**src/rtl/mtx_pkg.sv**
```systemverilog
// Shared constants and state encoding for the matrix transpose stream.
// Imported by the interface, the bank and the top.
package mtx_pkg;

  localparam int MTX_N_DEF = 5;
  localparam int MTX_W_DEF = 8;

  typedef enum logic {
    LOAD  = 1'b0,
    DRAIN = 1'b1
  } mtx_state_t;

endpackage

```
**src/rtl/matrix_transpose_stream_if.sv**
```systemverilog
// Row-in / beat-out handshake bundle for matrix_transpose_stream.
// master = traffic source/sink side, slave = the transpose block.
interface matrix_transpose_stream_if
  import mtx_pkg::*;
#(
  parameter int N = MTX_N_DEF,
  parameter int W = MTX_W_DEF
) ();

  logic           in_valid;
  logic           in_ready;
  logic [N*W-1:0] in_row;
  logic           tr_en;
  logic           out_valid;
  logic           out_ready;
  logic [N*W-1:0] out_col;
  logic           out_last;

  modport master (
    output in_valid, in_row, tr_en, out_ready,
    input  in_ready, out_valid, out_col, out_last
  );

  modport slave (
    input  in_valid, in_row, tr_en, out_ready,
    output in_ready, out_valid, out_col, out_last
  );

endinterface

```
**src/rtl/mtx_bank.sv**
```systemverilog
// N x N element store: one row written per cycle, one beat read combinationally,
// either a stored row (rd_tr=0) or a column across all rows (rd_tr=1).
module mtx_bank
  import mtx_pkg::*;
#(
  parameter int N  = MTX_N_DEF,
  parameter int W  = MTX_W_DEF,
  parameter int IW = (N > 1) ? $clog2(N) : 1
) (
  input  logic           clk,
  input  logic           wr_en,
  input  logic [IW-1:0]  wr_idx,
  input  logic [N*W-1:0] wr_row,
  input  logic [IW-1:0]  rd_idx,
  input  logic           rd_tr,
  output logic [N*W-1:0] rd_data
);

  logic [W-1:0] mem_q [N][N];
  logic [W-1:0] mem_d [N][N];

  always_comb begin
    mem_d = mem_q;
    if (wr_en) begin
      for (int c = 0; c < N; c++) begin
        mem_d[wr_idx][c] = wr_row[(N-c)*W-1 -: W];
      end
    end
  end

  // Payload only; control state guarantees nothing is read before it is written.
  always_ff @(posedge clk) begin
    mem_q <= mem_d;
  end

  always_comb begin
    rd_data = '0;
    for (int c = 0; c < N; c++) begin
      rd_data[(N-c)*W-1 -: W] = rd_tr ? mem_q[c][rd_idx] : mem_q[rd_idx][c];
    end
  end

endmodule

```
**src/rtl/matrix_transpose_stream.sv**
```systemverilog
// Streams N rows in, then N beats out (transposed or passed through per matrix).
// Optional macro MTX_TRANS_PINGPONG_EN adds a second bank so load and drain overlap.
module matrix_transpose_stream
  import mtx_pkg::*;
#(
  parameter int N = MTX_N_DEF,
  parameter int W = MTX_W_DEF
) (
  input  logic                       clk,
  input  logic                       rst,
  matrix_transpose_stream_if.slave   bus,
  output logic                       busy
);

  localparam int            IW       = (N > 1) ? $clog2(N) : 1;
  localparam logic [IW-1:0] LAST_IDX = IW'(N - 1);

  logic           in_hs;
  logic           out_hs;
  logic [IW-1:0]  row_cnt_q, row_cnt_d;
  logic [IW-1:0]  beat_cnt_q, beat_cnt_d;
  logic           out_valid_q, out_valid_d;
  logic           out_last_q, out_last_d;
  logic [N*W-1:0] rd_data;

  assign in_hs         = bus.in_valid & bus.in_ready;
  assign out_hs        = out_valid_q & bus.out_ready;
  assign bus.out_valid = out_valid_q;
  assign bus.out_last  = out_last_q;
  assign bus.out_col   = out_valid_q ? rd_data : '0;

`ifdef MTX_TRANS_PINGPONG_EN
  mtx_state_t     bst_q [2];
  mtx_state_t     bst_d [2];
  logic           btr_q [2];
  logic           btr_d [2];
  logic           wr_sel_q, wr_sel_d;
  logic           rd_sel_q, rd_sel_d;
  logic [N*W-1:0] bank_rd [2];

  assign bus.in_ready = (bst_q[wr_sel_q] == LOAD);
  assign busy = (bst_q[0] == DRAIN) | (bst_q[1] == DRAIN) | (row_cnt_q != '0);

  // wr_sel and rd_sel always point at different banks whenever both handshake.
  always_comb begin
    bst_d      = bst_q;
    btr_d      = btr_q;
    wr_sel_d   = wr_sel_q;
    rd_sel_d   = rd_sel_q;
    row_cnt_d  = row_cnt_q;
    beat_cnt_d = beat_cnt_q;
    if (in_hs) begin
      if (row_cnt_q == '0) btr_d[wr_sel_q] = bus.tr_en;
      if (row_cnt_q == LAST_IDX) begin
        row_cnt_d       = '0;
        bst_d[wr_sel_q] = DRAIN;
        wr_sel_d        = ~wr_sel_q;
      end else begin
        row_cnt_d = row_cnt_q + 1'b1;
      end
    end
    if (out_hs) begin
      if (beat_cnt_q == LAST_IDX) begin
        beat_cnt_d      = '0;
        bst_d[rd_sel_q] = LOAD;
        rd_sel_d        = ~rd_sel_q;
      end else begin
        beat_cnt_d = beat_cnt_q + 1'b1;
      end
    end
    out_valid_d = (bst_d[rd_sel_d] == DRAIN);
    out_last_d  = out_valid_d && (beat_cnt_d == LAST_IDX);
  end

  always_ff @(posedge clk or posedge rst) begin
    if (rst) begin
      bst_q[0] <= LOAD;
      bst_q[1] <= LOAD;
      btr_q[0] <= 1'b0;
      btr_q[1] <= 1'b0;
      wr_sel_q <= 1'b0;
      rd_sel_q <= 1'b0;
    end else begin
      bst_q    <= bst_d;
      btr_q    <= btr_d;
      wr_sel_q <= wr_sel_d;
      rd_sel_q <= rd_sel_d;
    end
  end

  for (genvar b = 0; b < 2; b++) begin : g_bank
    mtx_bank #(.N(N), .W(W), .IW(IW)) u_bank (
      .clk     (clk),
      .wr_en   (in_hs && (wr_sel_q == 1'(b))),
      .wr_idx  (row_cnt_q),
      .wr_row  (bus.in_row),
      .rd_idx  (beat_cnt_q),
      .rd_tr   (btr_q[b]),
      .rd_data (bank_rd[b])
    );
  end

  assign rd_data = bank_rd[rd_sel_q];
`else
  mtx_state_t st_q, st_d;
  logic       tr_q, tr_d;

  assign bus.in_ready = (st_q == LOAD);
  assign busy         = (st_q == DRAIN) | (row_cnt_q != '0);

  always_comb begin
    st_d        = st_q;
    tr_d        = tr_q;
    row_cnt_d   = row_cnt_q;
    beat_cnt_d  = beat_cnt_q;
    out_valid_d = out_valid_q;
    out_last_d  = out_last_q;
    unique case (st_q)
      LOAD: begin
        if (in_hs) begin
          if (row_cnt_q == '0) tr_d = bus.tr_en;
          if (row_cnt_q == LAST_IDX) begin
            row_cnt_d   = '0;
            beat_cnt_d  = '0;
            st_d        = DRAIN;
            out_valid_d = 1'b1;
            out_last_d  = 1'b0;
          end else begin
            row_cnt_d = row_cnt_q + 1'b1;
          end
        end
      end
      DRAIN: begin
        if (out_hs) begin
          if (beat_cnt_q == LAST_IDX) begin
            beat_cnt_d  = '0;
            st_d        = LOAD;
            out_valid_d = 1'b0;
            out_last_d  = 1'b0;
          end else begin
            beat_cnt_d = beat_cnt_q + 1'b1;
            out_last_d = (beat_cnt_q + 1'b1 == LAST_IDX);
          end
        end
      end
      default: st_d = LOAD;
    endcase
  end

  always_ff @(posedge clk or posedge rst) begin
    if (rst) begin
      st_q <= LOAD;
      tr_q <= 1'b0;
    end else begin
      st_q <= st_d;
      tr_q <= tr_d;
    end
  end

  mtx_bank #(.N(N), .W(W), .IW(IW)) u_bank (
    .clk     (clk),
    .wr_en   (in_hs),
    .wr_idx  (row_cnt_q),
    .wr_row  (bus.in_row),
    .rd_idx  (beat_cnt_q),
    .rd_tr   (tr_q),
    .rd_data (rd_data)
  );
`endif

  always_ff @(posedge clk or posedge rst) begin
    if (rst) begin
      row_cnt_q   <= '0;
      beat_cnt_q  <= '0;
      out_valid_q <= 1'b0;
      out_last_q  <= 1'b0;
    end else begin
      row_cnt_q   <= row_cnt_d;
      beat_cnt_q  <= beat_cnt_d;
      out_valid_q <= out_valid_d;
      out_last_q  <= out_last_d;
    end
  end

endmodule

```
**src/flat_wrapper.sv**
```systemverilog
// flat-port wrapper written by rule: the top's interface ports become plain ports
module matrix_transpose_stream_flat import mtx_pkg::*;
#(
  parameter int N = MTX_N_DEF,
  parameter int W = MTX_W_DEF
)
  (clk, rst, busy, bus_in_valid, bus_in_row, bus_tr_en, bus_out_ready, bus_in_ready, bus_out_valid, bus_out_col, bus_out_last);
  matrix_transpose_stream_if #(.N(N), .W(W)) bus_i ();
  input  logic clk;
  input  logic rst;
  output logic busy;
  input wire logic [$bits(bus_i.in_valid)-1:0] bus_in_valid;
  input wire logic [$bits(bus_i.in_row)-1:0] bus_in_row;
  input wire logic [$bits(bus_i.tr_en)-1:0] bus_tr_en;
  input wire logic [$bits(bus_i.out_ready)-1:0] bus_out_ready;
  output wire logic [$bits(bus_i.in_ready)-1:0] bus_in_ready;
  output wire logic [$bits(bus_i.out_valid)-1:0] bus_out_valid;
  output wire logic [$bits(bus_i.out_col)-1:0] bus_out_col;
  output wire logic [$bits(bus_i.out_last)-1:0] bus_out_last;
  assign bus_i.in_valid = bus_in_valid;
  assign bus_i.in_row = bus_in_row;
  assign bus_i.tr_en = bus_tr_en;
  assign bus_i.out_ready = bus_out_ready;
  assign bus_in_ready = bus_i.in_ready;
  assign bus_out_valid = bus_i.out_valid;
  assign bus_out_col = bus_i.out_col;
  assign bus_out_last = bus_i.out_last;
  matrix_transpose_stream #(.N(N), .W(W)) u_core (.clk(clk), .rst(rst), .bus(bus_i), .busy(busy));
endmodule
```
**config.mk**
```make
export PLATFORM = sky130hd
export DESIGN_NAME = matrix_transpose_stream_flat
export DESIGN_NICKNAME = d
export VERILOG_FILES = /design/src/rtl/mtx_pkg.sv /design/src/rtl/matrix_transpose_stream_if.sv /design/src/rtl/mtx_bank.sv /design/src/rtl/matrix_transpose_stream.sv /design/src/flat_wrapper.sv
export SDC_FILE = /design/constraint.sdc
export NUM_CORES = 1
export LEC_CHECK = 0
export ABC_AREA = 1
export CORE_ASPECT_RATIO = 0.75
export CORE_MARGIN = 1
export CORE_UTILIZATION = 38
export CTS_CLUSTER_DIAMETER = 30
export DETAILED_ROUTE_END_ITERATION = 16
export PLACE_DENSITY_LB_ADDON = 0.25
export REMOVE_ABC_BUFFERS = 1
export SETUP_SLACK_MARGIN = 0.05
export SKIP_LAST_GASP = 1
export SLEW_MARGIN = 25
export SYNTH_ARGS = -nofsm -noshare
export SYNTH_HDL_FRONTEND = slang
export SYNTH_SLANG_ARGS = --single-unit
```
**constraint.sdc**
```tcl
create_clock -name clk -period 3.9 [get_ports clk]
set_input_delay 1.17 -clock clk [delete_from_list [all_inputs] [get_ports clk]]
set_output_delay 1.17 -clock clk [all_outputs]
set_load 0.01 [all_outputs]
```
==> flow_summary.ini <==
[outcome]
outcome = finished clean

[critical_path]
rr_startpoint = u_core.row_cnt_q[2]
endpoint = bus_out_col[16]
endpoint_kind = output port
startpoint = u_core.beat_cnt_q[0]
crit_type = reg -> out
reg2regPathDepth = 4
reg2reg_to = u_core.u_bank.mem_q[57]
crit_fanout = 19
required_ns = 2.73
reg2reg_slack_ns = 1.61
crit_arrival_ns = 2.63
crit_path_start_kind = flop

[yosys]
synth_seq_cells = 210
synth_most_common_cell = nand2_1
avgSynthCellArea_um2 = 9.32
yosys.area.top_type = edfxtp_1
synth_area_um2 = 10200
synth_compound_area_share_pct = 6.38
async_reset_ff_share_pct = 4.76
synth_edf_count = 200
synth_simple_gate_area_share_pct = 25.3
synth-main-ff-cell = edfxtp_1
synth_fa_ha_area_share_pct = 0.613
yosys-top-cells-area = edfxtp_1 59%, nand2_1 13%, nand3_1 9.2%
netlist_instances = 1094
ys_top_cells_by_count = 341 x nand2_1, 200 x edfxtp_1, 187 x nand3_1, 71 x inv_1, 67 x a21oi_1
synthMuxAreaShare_pct = 0
synth_top_area_share_pct = 58.9
yosysUniqueCellTypes = 25
seq_area_frac_synth_pct = 61.3
synth_warnings = 0
synth-xor-area-share_pct = 0.0859
synth_top_family_by_area = simple AND/OR/NAND/NOR gates

[route]
viasPerCell = 5.38
wl_per_cell_um = 20.1
drcViolationCount = 0
drt_iter0_markers = 1158
first_pass_iters = 5
routed_wl_um = 31700
num_vias = 8462
detail-route-antenna-nets = 0

[timing]
rsz0062_at_grt = true
fmax_mhz = 263
timing.final.crit_share_pct = 97.4
finalHoldViolCount = 0
relSlewSlack_pct = 54.0
setup_violations = 0
tightestPinTransition_ns = 0.689
skew_ns = 0.0145
period_needed_ns = 3.80
fin_ws_ns = 0.100
finalMaxSlewViolations = 0

[layout]
layoutNonFillerInstCount = 1572
area_growth_pct = 27.5
post-route-util_pct = 49.7
multi_input_area_um2 = 3360
seq_area_um2 = 6260
fin_nets = 1249
num_antenna_cells = 0
final_layout_size_suffix_gt1_share_pct = 10.6
fillers = 2402

[grt]
antenna_found_initial = 0
grt_max_degree = 55
grt-ovfl-total = 0
grt_pass1_wl_um = 47900
globalRouteTotalUtil_pct = 23.3
grt_pass1_vias = 8111

[placement]
portBuffers = 88
placedCellCount = 1496
dpl.hpwl_um = 19000
pre_cts_ws_ns = 0.552
gp_congestion = 0.823

[cts]
clk_latency_ns = 0.53
cts_htree_levels = 2
clkTransAtPathRegs_ns = 0.05
cts_tree = yes
cts_inserted_buffers = 39
cts_sinks = 210
cts_buffer_depth = 3
cts_root_buf = clkbuf_16
hold_buffers = 0

[hold_path]
hp-start = u_core.bus.out_last
holdCritPathClass = reg -> reg

[die]
coreArea_um2 = 26200
initial_utilization_pct = 39.0
io_pins = 89
die_h_um = 144
die_x_um = 191
fp.dieArea_um2 = 27500
floorplan.rows = 51

[pwr]
leakagePower_nw = 5.02
p_per_area_nw_per_um2 = 828
ir_drop_mv = 0.627
p_total_mw = 10.8

[run]
drv_cap = 0
## through the flow
step	setup TNS [ns]	cell area (µm²)	hold slack [ns]
after floorplan	-30.61	9860	0.549
after global placement	0	11600	0.565
after detailed placement	0	11600	0.543
after CTS	0	12900	0.587
after global routing	-0.00542	13000	0.606
final	0	13000	0.584
## sequential cells by signal, indices dropped and copies added (netlist names)
name and flops:
u_core.bus.out_last 1, u_core.row_cnt_q 3, u_core.tr_q 1, u_core.beat_cnt_q 3, u_core.u_bank.mem_q 200, u_core.bus.out_valid 1
u_core.st_q 1
## per-layer routing
metal	GRT usage (%)	up-vias	share of wire [%]
li1	-	3953	-
met1	33.6	3962	44
met2	35.2	497	44
met3	4.93	50	10
met4	6.89	0	1.7
met5	0	-	0
## where the power goes
part | internal (mW) | switching [mW]
registers | 2.75 | 0.142
logic | 1.76 | 2.88
clock network | 2.04 | 1.20
## timing repair
action,4_1_cts,5_1_grt
cloned,0,1
setup buffers,3,2
setup endpoints to repair,18,30
gates resized for setup,7,13
pin swaps,1,1
hold endpoints to repair,0,0
## critical path, stage by stage, from the launching register on
cell and delay, ns:
dfrtp_2 0.49, nand2_1 0.17, clkinv_4 0.17, buf_12 0.18, nand2_1 0.08, o211ai_1 0.10, nand2_1 0.07, a21oi_1 0.24
clkdlybuf4s50_1 0.58
## layout by cell type, fill, tap and decap left out
cell	Yosys	layout
a21oi_1	67	66
a21oi_2	0	1
buf_12	0	11
buf_4	10	27
buf_6	2	4
bufinv_16	0	2
clkbuf_1	17	3
clkbuf_16	0	41
clkdlybuf4s50_1	0	86
clkinv_1	2	5
clkinv_2	0	4
clkinv_4	0	3
clkinv_8	0	1
clkinvlp_4	0	5
dfrtp_1	10	7
dfrtp_2	0	3
dlymetal6s2s_1	0	2
edfxtp_1	200	200
ha_1	5	5
inv_1	71	70
inv_2	4	2
inv_4	1	2
inv_6	0	9
inv_8	0	2
nand2_1	341	341
nand2_2	3	1
nand2_4	0	2
nand3_1	187	187
nand3b_1	1	1
nand4_1	13	13
nor2_1	60	54
nor2_2	2	3
nor2_4	2	7
o211ai_1	12	12
o21ai_0	34	34
o21ai_1	11	11
xor2_1	1	1
## cell families after synthesis
group           after synthesis
flops                       210
xor+xnor                      1
simple gates                609
buf+inv                     145
compound gates              124
fa+ha+maj                     5
## cell type report
| class | instances | share of cell area [%] |
|---|---|---|
| Clock buffer | 43 | 7.78 |
| Clock inverter | 27 | 1.97 |
| Inverter | 78 | 2.36 |
| Multi-Input combinational cell | 739 | 25.8 |
| Sequential cell | 210 | 48.1 |
| Tap cell | 344 | 3.31 |
| Timing Repair Buffer | 131 | 10.6 |
## how the worst min path moves through the flow
stage	endpoint	slack (ns)	depth (start not counted)
floorplan	u_core.bus.out_last	0.55	2
global placement	u_core.bus.out_valid	0.57	2
detailed placement	u_core.bus.out_last	0.54	2
CTS	u_core.bus.out_last	0.59	2
global route	u_core.bus.out_last	0.61	2
finish	u_core.bus.out_last	0.58	2
Note: power is estimated with default switching activity, not from simulation.
